===== src/rtl/mac_pkg.sv =====
// mac_pkg: shared defaults, product extension and saturation limits for the MAC processing element
package mac_pkg;

  localparam int DATA_W_DEF = 8;
  localparam int ACC_W_DEF  = 24;
  localparam int MAX_W      = 64;

  // Widen a pw-bit product to 64 bits, sign-extending when sgn is set
  function automatic logic [63:0] ext_prod(input logic [63:0] p, input int pw, input bit sgn);
    logic [63:0] m;
    m = (64'd1 << pw) - 64'd1;
    return (sgn && p[pw-1]) ? (p | ~m) : (p & m);
  endfunction

  // Largest representable accumulator value for width aw
  function automatic logic [63:0] sat_max(input int aw, input bit sgn);
    return sgn ? (64'd1 << (aw - 1)) - 64'd1 : (64'd1 << aw) - 64'd1;
  endfunction

  // Smallest representable accumulator value for width aw
  function automatic logic [63:0] sat_min(input int aw, input bit sgn);
    return sgn ? ~((64'd1 << (aw - 1)) - 64'd1) : 64'd0;
  endfunction

endpackage


===== src/rtl/mac_mul_stage.sv =====
// mac_mul_stage: stage-1 multiplier with registered product and valid; kill discards the in-flight product
module mac_mul_stage
  import mac_pkg::*;
#(
  parameter int DATA_W = DATA_W_DEF,
  parameter int SIGNED = 0
) (
  input  logic                  clk,
  input  logic                  rst_n,
  input  logic                  en,
  input  logic                  kill,
  input  logic [DATA_W-1:0]     a,
  input  logic [DATA_W-1:0]     b,
  output logic [2*DATA_W-1:0]   prod,
  output logic                  vld
);

  logic signed [2*DATA_W-1:0] s_mul;
  logic        [2*DATA_W-1:0] u_mul;
  logic                       pvld;

  assign s_mul = $signed(a) * $signed(b);
  assign u_mul = a * b;

  // Register the product every cycle; valid follows en_in even during clr so a new pair is not lost
  always_ff @(posedge clk or negedge rst_n)
    if (!rst_n) begin
      prod <= '0;
      pvld <= 1'b0;
    end else begin
      prod <= (SIGNED != 0) ? s_mul : u_mul;
      pvld <= en;
    end

  // A product still in flight when clr or drain wins stage 2 is never accumulated
  assign vld = pvld & ~kill;

endmodule


===== src/rtl/mac_pe_systolic.sv =====
// mac_pe_systolic: two-stage MAC processing element for a 2-D systolic array with drain chain.
// Optional build macro MAC_SAT_EN: overflowing accumulates clamp to the accumulator limits instead of wrapping.
module mac_pe_systolic
  import mac_pkg::*;
#(
  parameter int DATA_W = DATA_W_DEF,
  parameter int ACC_W  = ACC_W_DEF,
  parameter int SIGNED = 0
) (
  input  logic              clk,
  input  logic              rst_n,
  input  logic              en_in,
  input  logic              clr,
  input  logic [DATA_W-1:0] a_in,
  input  logic [DATA_W-1:0] b_in,
  input  logic              drain,
  input  logic [ACC_W-1:0]  drain_in,
  output logic [DATA_W-1:0] a_out,
  output logic [DATA_W-1:0] b_out,
  output logic              en_out,
  output logic [ACC_W-1:0]  acc,
  output logic              ovf
);

  if (ACC_W < 2 * DATA_W || ACC_W >= MAX_W) begin : g_bad_width
    $error("mac_pe_systolic: ACC_W must be >= 2*DATA_W and < 64");
  end

  logic [2*DATA_W-1:0] prod;
  logic                vld;
  logic [63:0]         ext64;
  logic [ACC_W-1:0]    ext;
  logic [ACC_W-1:0]    sum;
  logic [ACC_W-1:0]    nxt;
  logic                carry;
  logic                ov;
  logic                hold;
  logic                upd;

  mac_mul_stage #(
    .DATA_W(DATA_W),
    .SIGNED(SIGNED)
  ) u_mul (
    .clk  (clk),
    .rst_n(rst_n),
    .en   (en_in),
    .kill (clr | drain),
    .a    (a_in),
    .b    (b_in),
    .prod (prod),
    .vld  (vld)
  );

  // Forward operands and valid to the east/south neighbours unconditionally
  always_ff @(posedge clk or negedge rst_n)
    if (!rst_n) begin
      a_out  <= '0;
      b_out  <= '0;
      en_out <= 1'b0;
    end else begin
      a_out  <= a_in;
      b_out  <= b_in;
      en_out <= en_in;
    end

  assign ext64        = ext_prod(64'(prod), 2 * DATA_W, SIGNED != 0);
  assign ext          = ext64[ACC_W-1:0];
  assign {carry, sum} = {1'b0, acc} + {1'b0, ext};
  assign ov           = (SIGNED != 0) ? (acc[ACC_W-1] == ext[ACC_W-1]) && (sum[ACC_W-1] != acc[ACC_W-1])
                                      : carry;

`ifdef MAC_SAT_EN
  logic [63:0] lim;
  logic        sat;

  assign lim  = (SIGNED != 0 && acc[ACC_W-1]) ? sat_min(ACC_W, SIGNED != 0) : sat_max(ACC_W, SIGNED != 0);
  assign nxt  = ov ? lim[ACC_W-1:0] : sum;
  assign hold = sat;

  // Once clamped the accumulator freezes until clr or drain reloads it
  always_ff @(posedge clk or negedge rst_n)
    if (!rst_n) sat <= 1'b0;
    else if (clr || drain) sat <= 1'b0;
    else if (vld && ov) sat <= 1'b1;
`else
  assign nxt  = sum;
  assign hold = 1'b0;
`endif

  assign upd = vld & ~hold;

  // Stage 2: clr beats drain beats accumulate; otherwise hold
  always_ff @(posedge clk or negedge rst_n)
    if (!rst_n) acc <= '0;
    else if (clr) acc <= '0;
    else if (drain) acc <= drain_in;
    else if (upd) acc <= nxt;

  // Sticky overflow, cleared only by clr or reset
  always_ff @(posedge clk or negedge rst_n)
    if (!rst_n) ovf <= 1'b0;
    else if (clr) ovf <= 1'b0;
    else if (!drain && vld && ov) ovf <= 1'b1;

endmodule

===== config.mk =====
export PLATFORM = sky130hd
export DESIGN_NAME = mac_pe_systolic
export DESIGN_NICKNAME = d
export VERILOG_FILES = /design/src/rtl/mac_pkg.sv /design/src/rtl/mac_mul_stage.sv /design/src/rtl/mac_pe_systolic.sv
export SDC_FILE = /design/constraint.sdc
export NUM_CORES = 1
export LEC_CHECK = 0
export BUFFER_PORTS_ARGS = -buffer_cell sky130_fd_sc_hd__clkbuf_2
export CORE_MARGIN = 3
export CORE_UTILIZATION = 40
export CTS_BUF_LIST = sky130_fd_sc_hd__clkbuf_8
export DETAILED_ROUTE_END_ITERATION = 12
export GPL_TIMING_DRIVEN = 0
export HOLD_SLACK_MARGIN = 0.05
export PLACE_DENSITY_LB_ADDON = 0.25
export SETUP_SLACK_MARGIN = 0.1
export SYNTH_ARGS = -nofsm -noshare
export SYNTH_HDL_FRONTEND = slang
export SYNTH_SLANG_ARGS = --single-unit

===== constraint.sdc =====
create_clock -name clk -period 3.68 [get_ports clk]
set_input_delay 0.552 -clock clk [delete_from_list [all_inputs] [get_ports clk]]
set_output_delay 0.552 -clock clk [all_outputs]
set_load 0.01 [all_outputs]

Word level (Yosys, flattened, before mapping) --
Cells that the tools add are included.
Cells by class: $add $sub $neg 1, multipliers 1, divide/modulo/power cells 0, magnitude comparators 0, equal/unequal tests 0, shift-type cells 0, multiplexer cells 5, bitwise logic cells 3, reduce and logical (&&, ||, !) cells 5
Operator list (number):
- $mux W24 | 3
- $add A24 B16 Y25 | 1
- $mul A8 B8 Y16 | 1
- $reduce_bool A3 Y1 | 1
- $logic_and A1 B1 Y1 | 2
- $mux W1 | 2
- $reduce_bool A2 Y1 | 1
- $and A1 B1 Y1 | 1
- $logic_not A1 Y1 | 1
- $not A1 Y1 | 1
- $or A1 B1 Y1 | 1
Storage, ports and cells: register bits 58, bits in latches 0, RAM bits 0, memory bits (read-only) 0, bits of input ports 45, logic and storage cells 21, memories kept 0

Logic depth before layout (Yosys ltp) --
depth in word-level cells 7, mapped depth 16, mapped depth without buffers 16

Modules after synthesis --
Synthesis repeated with hierarchy kept, for this count alone.
Unflattened totals: cells, all modules 542, area, all modules 5133.7 um^2
Modules (own cells, without submodules):
- mac_pe_systolic | instances 1, cells an instance 281, area an instance 2596.2 um^2, seq. area each 1051.0 um^2
- mac_mul_stage | instances 1, cells an instance 261, area an instance 2537.4 um^2, seq. area each 425.4 um^2

Worst setup path before layout --
No wires, ideal clock.
path type input to register, from input b_in[7], to register u_mul.prod[13], library setup time 0.080 ns, arrival time 4.171 ns, path slack -0.571 ns, stages 15, cells stage by stage nand2_1 fa_1 fa_1 inv_1 fa_1 inv_1 fa_1 inv_1 ha_1 o21ai_0 a21oi_1 o211ai_1 a21oi_1 a2111oi_0 xnor2_1
Between the ends: longest elaborated chain between the ends 1
RTL lines:
- start: declaration | line mac_pe_systolic.sv:15 | input logic [DATA_W-1:0] b_in,
- $mul A8 B8 Y16 | line mac_mul_stage.sv:23 | assign u_mul = a * b;
- named net u_mul.u_mul[13] | line mac_mul_stage.sv:19 | logic [2*DATA_W-1:0] u_mul;
- end signal: assignment | line mac_mul_stage.sv:31 | prod <= (SIGNED != 0) ? s_mul : u_mul;
- end: declaration | line mac_mul_stage.sv:14 | output logic [2*DATA_W-1:0] prod,
The timed path passes the listed nets, and every way through them passes these cells. A chain may end at the register's enable or synchronous reset.

Worst setup path after layout --
from input a_in[6], to register u_mul.prod[12]
Between the ends: longest elaborated chain between the ends 1
RTL lines:
- start: declaration | line mac_pe_systolic.sv:14 | input logic [DATA_W-1:0] a_in,
- $mul A8 B8 Y16 | line mac_mul_stage.sv:23
- named net u_mul.u_mul[12] | line mac_mul_stage.sv:19
The timed path passes the listed nets, and every way through them passes these cells.

==> flow_summary.yaml <==
clocking:
  insertion_delay_ns: 0.35
  cts_hold_buf: 0
  numCtsBuffers: 9
  cts.htree.levels: 3
  cts_tree: "yes"
  path_clk_slew_ns: 0.07
  cts.sinks: 58
  cts_max_path_buffers: 2
  clockRootBuffer: "clkbuf_8"
floorplanning:
  start_util_pct: 41.49
  io_pins: 87
  dieWidth_um: 118.5
  die_area_um2: 14050
  core_um2: 12210
  core.rowCount: 40
  die_h_um: 118.5
run_status:
  violations: "setup timing"
  status: "finished with violations"
power:
  switching_power_uw: 1457
  seq_power_share_pct: 23.3
  combPwrFrac_pct: 59.0
  internal_power_uw: 2094
  ir_drop_uv: 291.5
  clockPowerShare_pct: 17.7
  leakagePower_uw: 0.003107
  switching_share_pct: 41.03
  total_power_uw: 3551
  p_per_area_nw_per_um2: 554.5
yosys:
  avgSynthCellArea_um2: 9.347
  synth-edff-count: 0
  async_flop_share_pct: 100.0
  synth_ff_type: "dfrtp_1"
  seq_area_frac_synth_pct: 28.65
  yosysTopAreaCellShare_pct: 28.65
  yosysMostFrequentCell: "inv_1"
  synth_fp_nets: 676
  synth_seq_cells: 58
  synth_common_cells: "inv_1, dfrtp_1, ha_1"
  synth_cell_types: 59
  netlist_area_um2: 5066
  synth_largest_area_cell: "dfrtp_1"
  synthTopCellsByArea: "dfrtp_1, fa_1, ha_1, and2_1, inv_1"
  yosysWarnings: 0
  syn_inst: 542
detailed_routing:
  drt_first_pass_iters: 5
  routed_wl_um: 12180
  routedWlPerCell_um: 14.86
  routed_via_density: 5.238
  drc: 0
  vias: 4295
  ant_nets: 0
  drt_iter0_markers: 181
timing:
  setup_viol: 3
  drv_slew: 0
  worstMarginPinSlew_ns: 0.8164
  period_minus_slack_ns: 3.713
  rsz0062_at_grt: "yes"
  fin_crit_sh_pct: 100.9
  finalHoldViolCount: 0
  setup_ws_ns: -0.03259
  max_freq_mhz: 269.4
  slew_headroom_pct: 45.57
  finClkSkew_ns: 0.007642
global_routing:
  antenna_found_initial: 0
  grt_pass1_vias: 4339
  grt_max_degree: 59
  grt_first_pass_wirelength_um: 20850
  grt_usage_pct: 18.00
  grt_overflow_total: 0
worst_setup_path:
  r2r_end: "acc[22]"
  worstSetupStartpoint: "a_in[6]"
  rrSetupSlack_ns: 0.98
  r2r-start: "acc[0]"
  required_ns: 3.92
  arrival_ns: 3.95
  startpoint_type: "input port"
  worst-setup-path-type: "input port to flop"
  worstSetupEndpointType: "flop"
  path_max_fanout: 9
  worst_r2r_path_depth: 9
layout:
  num_antenna_cells: 0
  layout-drive-gt1-share_pct: 24.69
  ff_latch_area_um2: 1451
  final_util_pct: 52.44
  num-fill-cells: 1140
  instances_no_fill: 820
  syn_to_final_growth_pct: 26.40
  fin_nets: 782
  multi_input_area_um2: 3530
  stdcell_area_um2: 6404
placement:
  gp_congestion: 0.8491
  place_hpwl_um: 9429
  dp_cells: 795
  placed_area_um2: 5793
  port_buffers: 85
run:
  drv_cap: 0
worst_hold_path:
  min_path_type: "input port to asynchronous set/reset pin"
==> placed cells by master, fill, tap and decap left out, types with 5 or more instances in the layout <==
cell type	synthesis	layout
a21oi_1	30	26
clkbuf_1	12	11
clkbuf_16	0	7
buf_8	0	5
buf_4	0	9
ha_1	52	48
inv_1	60	55
xnor2_1	16	16
nor3_1	7	6
a21oi_2	2	5
and2_4	0	5
dfrtp_1	58	58
o22ai_1	5	5
nand4_1	6	6
and2_1	48	43
xor2_1	7	7
inv_2	0	6
o21ai_1	2	5
nor2_1	40	39
nand2_1	42	37
fa_1	37	32
a21o_1	5	5
nand3_1	16	16
clkbuf_8	0	14
fa_2	0	5
clkbuf_2	0	71
a211oi_1	10	9
o21ai_0	18	13
==> cells by family after synthesis <==
logic type | after synthesis | synth area share, %
adder cells (fa/ha/maj) | 89 | 27.46
flip-flops | 58 | 28.65
XOR/XNOR | 23 | 3.976
AO/OA/AOI/OAI | 110 | 14.94
AND/OR/NAND/NOR | 181 | 18.13
multiplexers | 6 | 1.235
buffers and inverters | 75 | 5.606
==> stage by stage <==
stage	setup WS, ns	hold WS (ns)	setup TNS (ns)
3_3_place_gp	-0.5673	0.4947	-3.163
5_1_grt	-0.1402	0.3023	-0.4904
4_1_cts	-0.1215	0.2943	-0.2431
3_5_place_dp	-0.6149	0.5017	-3.445
2_1_floorplan	-0.1278	0.2564	-0.4828
6_report	-0.03259	0.3058	-0.08689
==> sequential cells by signal (all words and copies together) (netlist names) <==
signal / count
acc: 24
u_mul.prod: 16
a_out: 8
b_out: 8
ovf: 1
u_mul.pvld: 1
==> power groups by stage <==
stage / sequential, µW / combinational, µW / clock, µW
2_1_floorplan: 840 / 1470 / 0
3_3_place_gp: 840 / 1860 / 0
3_5_place_dp: 840 / 1900 / 0
4_1_cts: 828 / 2020 / 640
5_1_grt: 840 / 2360 / 666
6_report: 827 / 2100 / 627
==> critical path, stage by stage <==
cell and delay, ns:
clkbuf_2 0.16, and2_1 0.18, fa_1 0.52, fa_1 0.44
fa_1 0.49, inv_1 0.05, fa_1 0.49, inv_2 0.04
ha_4 0.22, or2_4 0.23, o31a_1 0.13, a31oi_2 0.18
o21bai_1 0.11, xor2_1 0.16
==> area by class of cell <==
class | instances | area share (%)
tap | 168 | 3.283
buffer | 15 | 0.9769
multi-input combinational | 409 | 55.12
timing repair buffer | 95 | 11.25
sequential | 58 | 22.67
clock buffer | 12 | 2.579
inverter | 60 | 3.517
clock inverter | 3 | 0.6057
==> metal layers <==
layer	share of wire [%]	global-route usage, %	vias to the layer above
li1	-	-	2063
met1	45	23.45	2112
met2	50	30.41	106
met3	4.0	3.014	14
met4	1.5	6.010	0
met5	0	0	-
==> worst max path at each step <==
stage                     end  slack (ns)  depth (start not counted)
5_1_grt        u_mul.prod[13]       -0.14                         16
3_3_place_gp   u_mul.prod[13]       -0.57                         16
3_5_place_dp   u_mul.prod[13]       -0.61                         16
6_report       u_mul.prod[12]       -0.03                         14
2_1_floorplan  u_mul.prod[12]       -0.13                         13
4_1_cts        u_mul.prod[13]       -0.12                         16
==> timing repair <==
item | 4_1_cts | 5_1_grt
cloned | 1 | 1
hold endpoints to repair | 0 | 0
pin swaps | 24 | 22
endpoints found under the setup margin | 7 | 6
buffers inserted | 6 | 2
resized for setup | 47 | 27
Power figures use the tool's default switching activity.
